--- config.mk ---
export PLATFORM = sky130hd
export DESIGN_NAME = modbus_tx_frame_sched
export DESIGN_NICKNAME = d
export VERILOG_FILES = /design/src/rtl/modbus_tx_frame_sched.sv
export SDC_FILE = /design/constraint.sdc
export NUM_CORES = 1
export LEC_CHECK = 0
export CAP_MARGIN = 20
export CORE_MARGIN = 2
export CORE_UTILIZATION = 54
export DETAILED_ROUTE_END_ITERATION = 16
export PLACE_DENSITY_LB_ADDON = 0.15
export SLEW_MARGIN = 20
export SYNTH_ARGS = -nofsm -noshare
export SYNTH_HDL_FRONTEND = slang
export SYNTH_SLANG_ARGS = --single-unit
export TNS_END_PERCENT = 20
--- constraint.sdc ---
create_clock -name clk_in -period 3.7 [get_ports clk_in]
set_input_delay 0.74 -clock clk_in [delete_from_list [all_inputs] [get_ports clk_in]]
set_output_delay 0.74 -clock clk_in [all_outputs]
set_load 0.02 [all_outputs]
--- src/rtl/modbus_tx_frame_sched.sv ---
// Modbus RTU response-frame scheduler: builds address/function/payload/CRC16
// and streams the frame byte-by-byte to the UART over valid/ready.
module modbus_tx_frame_sched #(
    parameter int MAX_QTY  = 125,
    parameter int DPRAM_AW = 8
) (
    input  logic                clk_in,
    input  logic                rst_n_in,
    input  logic [7:0]          dev_addr,
    input  logic                handler_done,
    input  logic [7:0]          func_code,
    input  logic [15:0]         addr,
    input  logic [15:0]         data,
    input  logic [7:0]          tx_quantity,
    input  logic [7:0]          exception,
    output logic [DPRAM_AW-1:0] dpram_raddr,
    input  logic [15:0]         dpram_rdata,
    output logic                tx_byte_valid,
    output logic [7:0]          tx_byte,
    input  logic                tx_byte_ready,
    output logic                busy,
    output logic                frame_done,
    output logic                overrun
);
    typedef enum logic [3:0] {
        IDLE, HDR, BODY, RD_REQ, RD_WAIT, DATA_HI, DATA_LO, CRC_LO, CRC_HI, DONE
    } state_t;

    localparam logic [7:0] QTY_MAX = 8'(MAX_QTY);

    state_t              state_q;
    logic [7:0]          fc_q, exc_q, qty_q, idx_q, word_lo_q, byte_q;
    logic [15:0]         addr_q, data_q, crc_q;
    logic [1:0]          bidx_q;
    logic                valid_q, busy_q, done_q, ovr_q;
    logic [DPRAM_AW-1:0] raddr_q;

    logic        is_exc, is_rd, xfer, start_ok;
    logic [15:0] crc_nxt;
    logic [7:0]  qty_in, idx_inc, body_first, wr_next;

    function automatic logic [15:0] crc16_byte(input logic [15:0] c, input logic [7:0] b);
        logic [15:0] r;
        r = c ^ {8'h00, b};
        for (int i = 0; i < 8; i++)
            r = r[0] ? ((r >> 1) ^ 16'hA001) : (r >> 1);
        return r;
    endfunction

    assign is_exc   = exc_q != 8'h00;
    assign is_rd    = (fc_q == 8'h03) || (fc_q == 8'h04);
    assign xfer     = valid_q && tx_byte_ready;
    assign crc_nxt  = crc16_byte(crc_q, byte_q);
    assign qty_in   = (tx_quantity > QTY_MAX) ? QTY_MAX : tx_quantity;
    assign idx_inc  = idx_q + 8'd1;
    assign start_ok = (exception != 8'h00) || (func_code == 8'h03) ||
                      (func_code == 8'h04) || (func_code == 8'h06);

    // First body byte: exception code, read byte count, or write-echo address high
    assign body_first = is_exc ? exc_q : (is_rd ? {qty_q[6:0], 1'b0} : addr_q[15:8]);

    always_comb begin
        wr_next = 8'h00;
        case (bidx_q)
            2'd0:    wr_next = addr_q[7:0];
            2'd1:    wr_next = data_q[15:8];
            2'd2:    wr_next = data_q[7:0];
            default: wr_next = 8'h00;
        endcase
    end

    always_ff @(posedge clk_in) begin
        if (!rst_n_in) begin
            state_q   <= IDLE;
            fc_q      <= 8'h00;
            exc_q     <= 8'h00;
            qty_q     <= 8'h00;
            idx_q     <= 8'h00;
            word_lo_q <= 8'h00;
            byte_q    <= 8'h00;
            addr_q    <= 16'h0000;
            data_q    <= 16'h0000;
            crc_q     <= 16'hFFFF;
            bidx_q    <= 2'd0;
            valid_q   <= 1'b0;
            busy_q    <= 1'b0;
            done_q    <= 1'b0;
            ovr_q     <= 1'b0;
            raddr_q   <= '0;
        end else begin
            done_q <= 1'b0;
            ovr_q  <= handler_done && busy_q;
            // CRC covers every byte accepted ahead of the CRC itself
            if (xfer && (state_q == HDR || state_q == BODY || state_q == DATA_HI || state_q == DATA_LO))
                crc_q <= crc_nxt;
            case (state_q)
                IDLE: begin
                    crc_q <= 16'hFFFF;
                    if (handler_done) begin
                        fc_q    <= func_code;
                        exc_q   <= exception;
                        addr_q  <= addr;
                        data_q  <= data;
                        qty_q   <= qty_in;
                        idx_q   <= 8'h00;
                        bidx_q  <= 2'd0;
                        byte_q  <= dev_addr;
                        valid_q <= start_ok;
                        busy_q  <= 1'b1;
                        state_q <= HDR;
                    end
                end
                HDR: begin
                    if (!valid_q) begin
                        busy_q  <= 1'b0;
                        done_q  <= 1'b1;
                        state_q <= DONE;
                    end else if (xfer) begin
                        if (bidx_q == 2'd0) begin
                            bidx_q <= 2'd1;
                            byte_q <= is_exc ? (fc_q | 8'h80) : fc_q;
                        end else begin
                            bidx_q  <= 2'd0;
                            byte_q  <= body_first;
                            state_q <= BODY;
                        end
                    end
                end
                BODY: begin
                    if (xfer) begin
                        if (is_exc || (!is_rd && bidx_q == 2'd3) || (is_rd && qty_q == 8'h00)) begin
                            byte_q  <= crc_nxt[7:0];
                            state_q <= CRC_LO;
                        end else if (is_rd) begin
                            valid_q <= 1'b0;
                            raddr_q <= DPRAM_AW'(idx_q);
                            state_q <= RD_REQ;
                        end else begin
                            bidx_q <= bidx_q + 2'd1;
                            byte_q <= wr_next;
                        end
                    end
                end
                RD_REQ: state_q <= RD_WAIT;
                RD_WAIT: begin
                    word_lo_q <= dpram_rdata[7:0];
                    byte_q    <= dpram_rdata[15:8];
                    valid_q   <= 1'b1;
                    state_q   <= DATA_HI;
                end
                DATA_HI: begin
                    if (xfer) begin
                        byte_q  <= word_lo_q;
                        state_q <= DATA_LO;
                    end
                end
                DATA_LO: begin
                    if (xfer) begin
                        idx_q <= idx_inc;
                        if (idx_inc < qty_q) begin
                            valid_q <= 1'b0;
                            raddr_q <= DPRAM_AW'(idx_inc);
                            state_q <= RD_REQ;
                        end else begin
                            byte_q  <= crc_nxt[7:0];
                            state_q <= CRC_LO;
                        end
                    end
                end
                CRC_LO: begin
                    if (xfer) begin
                        byte_q  <= crc_q[15:8];
                        state_q <= CRC_HI;
                    end
                end
                CRC_HI: begin
                    if (xfer) begin
                        valid_q <= 1'b0;
                        busy_q  <= 1'b0;
                        done_q  <= 1'b1;
                        state_q <= DONE;
                    end
                end
                DONE:    state_q <= IDLE;
                default: state_q <= IDLE;
            endcase
        end
    end

    assign dpram_raddr   = raddr_q;
    assign tx_byte_valid = valid_q;
    assign tx_byte       = byte_q;
    assign busy          = busy_q;
    assign frame_done    = done_q;
    assign overrun       = ovr_q;
endmodule

==> impl_metrics.py <==
metrics = {
    "global_routing": {
        "grt_pass1_wl_mm": 26.9,
        "grt_pass1_vias": 5527,
        "grt-ovfl-total": 0,
        "grt_max_degree": 91,
        "grt_util_all_layers_pct": 28.7,
        "antenna_found_initial": 0,
    },
    "clocking": {
        "postCtsSetupBuffers": 0,
        "clk_latency_ns": 0.41,
        "htreeDepth": 4,
        "clk_path_buf_depth": 2,
        "cts-root-buf": "clkbuf_16",
        "cts.sinks": 114,
        "tritoncts": "yes",
        "cts_made_buffers": 17,
        "cts_hold_buf": 0,
        "path_clk_slew_ns": 0.05,
        "ctsResizeCount": 0,
    },
    "setup_path": {
        "cp_top_family": "compound AO/OA/AOI/OAI gates",
        "cp_max_fo": 16,
        "critPathSlowestCell": "o2111a_2",
        "startpoint": "idx_q[0]$_SDFFE_PN0P_",
        "critPathRequiredTime_ns": 4.00,
        "r2r-end": "dpram_raddr[1]$_SDFFE_PN0P_",
        "critPathKind": "reg2reg",
        "regToRegSetupSlack_ns": 0.42,
        "endpoint_kind": "register",
        "crit_chain": "ha_1 -> nand3_1 -> or2_2 -> xnor2_1 -> ha_1 -> o21ai_0 -> nor2_1 -> o31a_1 -> o21ai_0 -> o2111a_2 -> nand3_1 -> o211a_1",
        "startpoint_type": "register",
        "rr_worst_depth": 12,
        "r2r_start": "idx_q[0]$_SDFFE_PN0P_",
        "worstPathArrival_ns": 3.58,
        "worst-path-buf-inv": 0,
        "cp_slowest_stage_delay_ns": 0.45,
    },
    "placed_design": {
        "dp_hpwl_mm": 11.7,
        "postPlaceCellArea_um2": 7170,
        "dp_cells": 955,
        "portBuffers": 103,
        "gp_congestion": 0.916,
    },
    "pwr": {
        "p_leak_nw": 2.98,
        "p_int_mw": 3.57,
        "power_frac_seq_pct": 29.4,
        "switching_share_pct": 36.7,
        "power_density_nw_per_um2": 721,
        "combPwrFrac_pct": 38.5,
        "p_sw_mw": 2.07,
        "ir_worst_vdd_mv": 0.559,
        "clockPowerShare_pct": 32.0,
    },
    "floorplan": {
        "dieArea_um2": 12200,
        "fp.dieW_um": 110,
        "ios": 104,
        "coreArea_um2": 10900,
        "die_h_um": 110,
        "core.rowCount": 38,
        "start_util_pct": 55.8,
    },
    "layout": {
        "nets": 932,
        "syn_to_final_growth_pct": 28.2,
        "diodes": 0,
        "drive_gt1_share_pct": 7.10,
        "postLayoutCellArea_um2": 7820,
        "final_cells": 985,
        "final_core_util_pct": 71.5,
    },
    "synthesis": {
        "netlist_instances": 757,
        "synth_area_um2": 6100,
        "yosys-top-cells-area": "dfxtp_1 (37%), nand2_1 (11%), a21boi_0 (6.3%)",
        "synth_edf_count": 0,
        "avgSynthCellArea_um2": 8.06,
        "async_flop_share_pct": 0,
        "yosysTopAreaCell": "dfxtp_1",
        "yosysTopAreaCellShare_pct": 37.4,
        "yosysWarnings": 0,
        "ys_types": 63,
        "synth-seq-area-share_pct": 37.4,
        "syn-num-nets": 855,
        "synth_top_flop_cell": "dfxtp_1",
        "ys_ff_latch": 114,
    },
    "flow_run": {
        "maxCapViolCount": 0,
    },
    "hold_path": {
        "min_to": "word_lo_q[2]$_SDFFE_PN0P_",
        "hold_path_class": "reg2reg",
        "worstHoldStart": "word_lo_q[2]$_SDFFE_PN0P_",
        "hold_depth": 2,
    },
    "drt": {
        "post-route-drc-count": 0,
        "vias": 5777,
        "wirelength_mm": 16.6,
        "routedWlPerCell_um": 16.8,
        "first_iter_violations": 538,
        "viasPerCell": 5.86,
        "antenna_left": 0,
        "dr.pass1.iters": 5,
    },
    "sta": {
        "rsz0062_at_grt": "no",
        "fin_tns_setup_ns": 0,
        "worst_pin_slew_ns": 0.944,
        "period_needed_ns": 3.28,
        "fmax_ghz": 0.305,
        "finalSetupViolCount": 0,
        "finClkSkew_ns": 0.0106,
        "hold_viol": 0,
        "post-route-period-util_pct": 88.7,
        "relSlewSlack_pct": 37.1,
        "drv_slew": 0,
    },
    "run_status": {
        "outcome": "completed",
    },
}
metal layers:
metal  vias up  wire, um  global-route usage [%]
met4         0       179                    9.20
li1       2803         -                       -
met2       232      7750                    46.4
met3        20      1230                    6.11
met1      2722      7430                    38.4
met5         -         0                       0
sequential cells by signal, indices dropped and copies added, names as in the netlist:
| register | cells |
|---|---|
| crc_q | 16 |
| frame_done | 1 |
| addr_q | 16 |
| busy | 1 |
| overrun | 1 |
| idx_q | 8 |
| state_q | 4 |
| bidx_q | 2 |
| dpram_raddr | 8 |
| tx_byte | 8 |
| exc_q | 8 |
| data_q | 16 |
| fc_q | 8 |
| word_lo_q | 8 |
| tx_byte_valid | 1 |
| qty_q | 8 |
layout make-up:
| class | count | area (um2) |
|---|---|---|
| Sequential cell | 114 | 2280 |
| Inverter | 18 | 67.6 |
| Multi-Input combinational cell | 569 | 3540 |
| Fill cell | 865 | 3110 |
| Timing Repair Buffer | 114 | 1110 |
| Clock inverter | 10 | 181 |
| Clock buffer | 20 | 467 |
| Tap cell | 140 | 175 |
worst max path at each step:
stage | to | cells past startpoint
2_1_floorplan | dpram_raddr[5]$_SDFFE_PN0P_ | 13
3_3_place_gp | dpram_raddr[1]$_SDFFE_PN0P_ | 12
3_5_place_dp | dpram_raddr[1]$_SDFFE_PN0P_ | 12
4_1_cts | dpram_raddr[1]$_SDFFE_PN0P_ | 12
5_1_grt | dpram_raddr[7]$_SDFFE_PN0P_ | 12
6_report | dpram_raddr[1]$_SDFFE_PN0P_ | 12
placed cells by master (no fill, tap or decap), types with 3 or more instances in the layout:
cell / count
a211oi_1: 5
a21boi_0: 51
a21oi_1: 30
a222oi_1: 8
a22oi_1: 3
a31oi_1: 9
and2_1: 10
buf_4: 11
bufinv_16: 5
clkbuf_16: 17
clkbuf_8: 3
clkdlybuf4s50_1: 102
clkinv_2: 3
dfxtp_1: 114
ha_1: 14
inv_1: 16
mux2i_1: 26
nand2_1: 175
nand2b_1: 7
nand3_1: 9
nand3b_1: 3
nor2_1: 44
nor2b_1: 9
nor3_1: 12
nor4_1: 5
o211a_1: 10
o211ai_1: 22
o21ai_0: 26
o311a_1: 5
o32ai_1: 4
or2_2: 5
or3_1: 6
xnor2_1: 28
xor2_1: 3
per-stage QoR:
step | hold WS, ns | setup slack [ns] | power (mW)
global route | 0.477 | 0.170 | 5.95
finish | 0.461 | 0.418 | 5.64
floorplan | 0.434 | 0.676 | 3.16
CTS | 0.458 | 0.327 | 5.61
detailed placement | 0.451 | 0.357 | 3.80
global placement | 0.442 | 0.509 | 3.73
cells by family after synthesis:
group | count (synthesis) | synth area share (%)
flip-flops | 114 | 37.4
XOR/XNOR | 33 | 5.19
adder cells (fa/ha/maj) | 14 | 2.87
AO/OA/AOI/OAI | 194 | 23.2
AND/OR/NAND/NOR | 298 | 21.5
buffers and inverters | 74 | 4.62
multiplexers | 30 | 5.19
worst min-delay path: stages (launching register included):
cell,delay (ns)
dfxtp_1,0.31
nand2_1,0.05
a21oi_1,0.05
power groups by stage:
stage / Clock (mW) / Sequential (mW) / Combinational, mW
floorplan: 0 / 1.63 / 1.53
global placement: 0 / 1.67 / 2.06
detailed placement: 0 / 1.68 / 2.13
CTS: 1.81 / 1.65 / 2.15
global route: 1.88 / 1.68 / 2.39
finish: 1.81 / 1.66 / 2.17
synthesized netlist by cell type, drive strengths merged, types with 6 or more instances:
cell type  number
nor2           45
dfxtp         114
inv            17
nand2b          7
a31oi           9
a222oi          8
nor2b           9
nand2         175
mux2i          26
o21ai          27
o211a          10
xnor2          28
nor3           13
and2           11
a211oi          7
a21oi          30
nand3           9
a21boi         51
or3             6
o211ai         22
clkbuf         51
ha             14
Power figures use the tool's default switching activity.
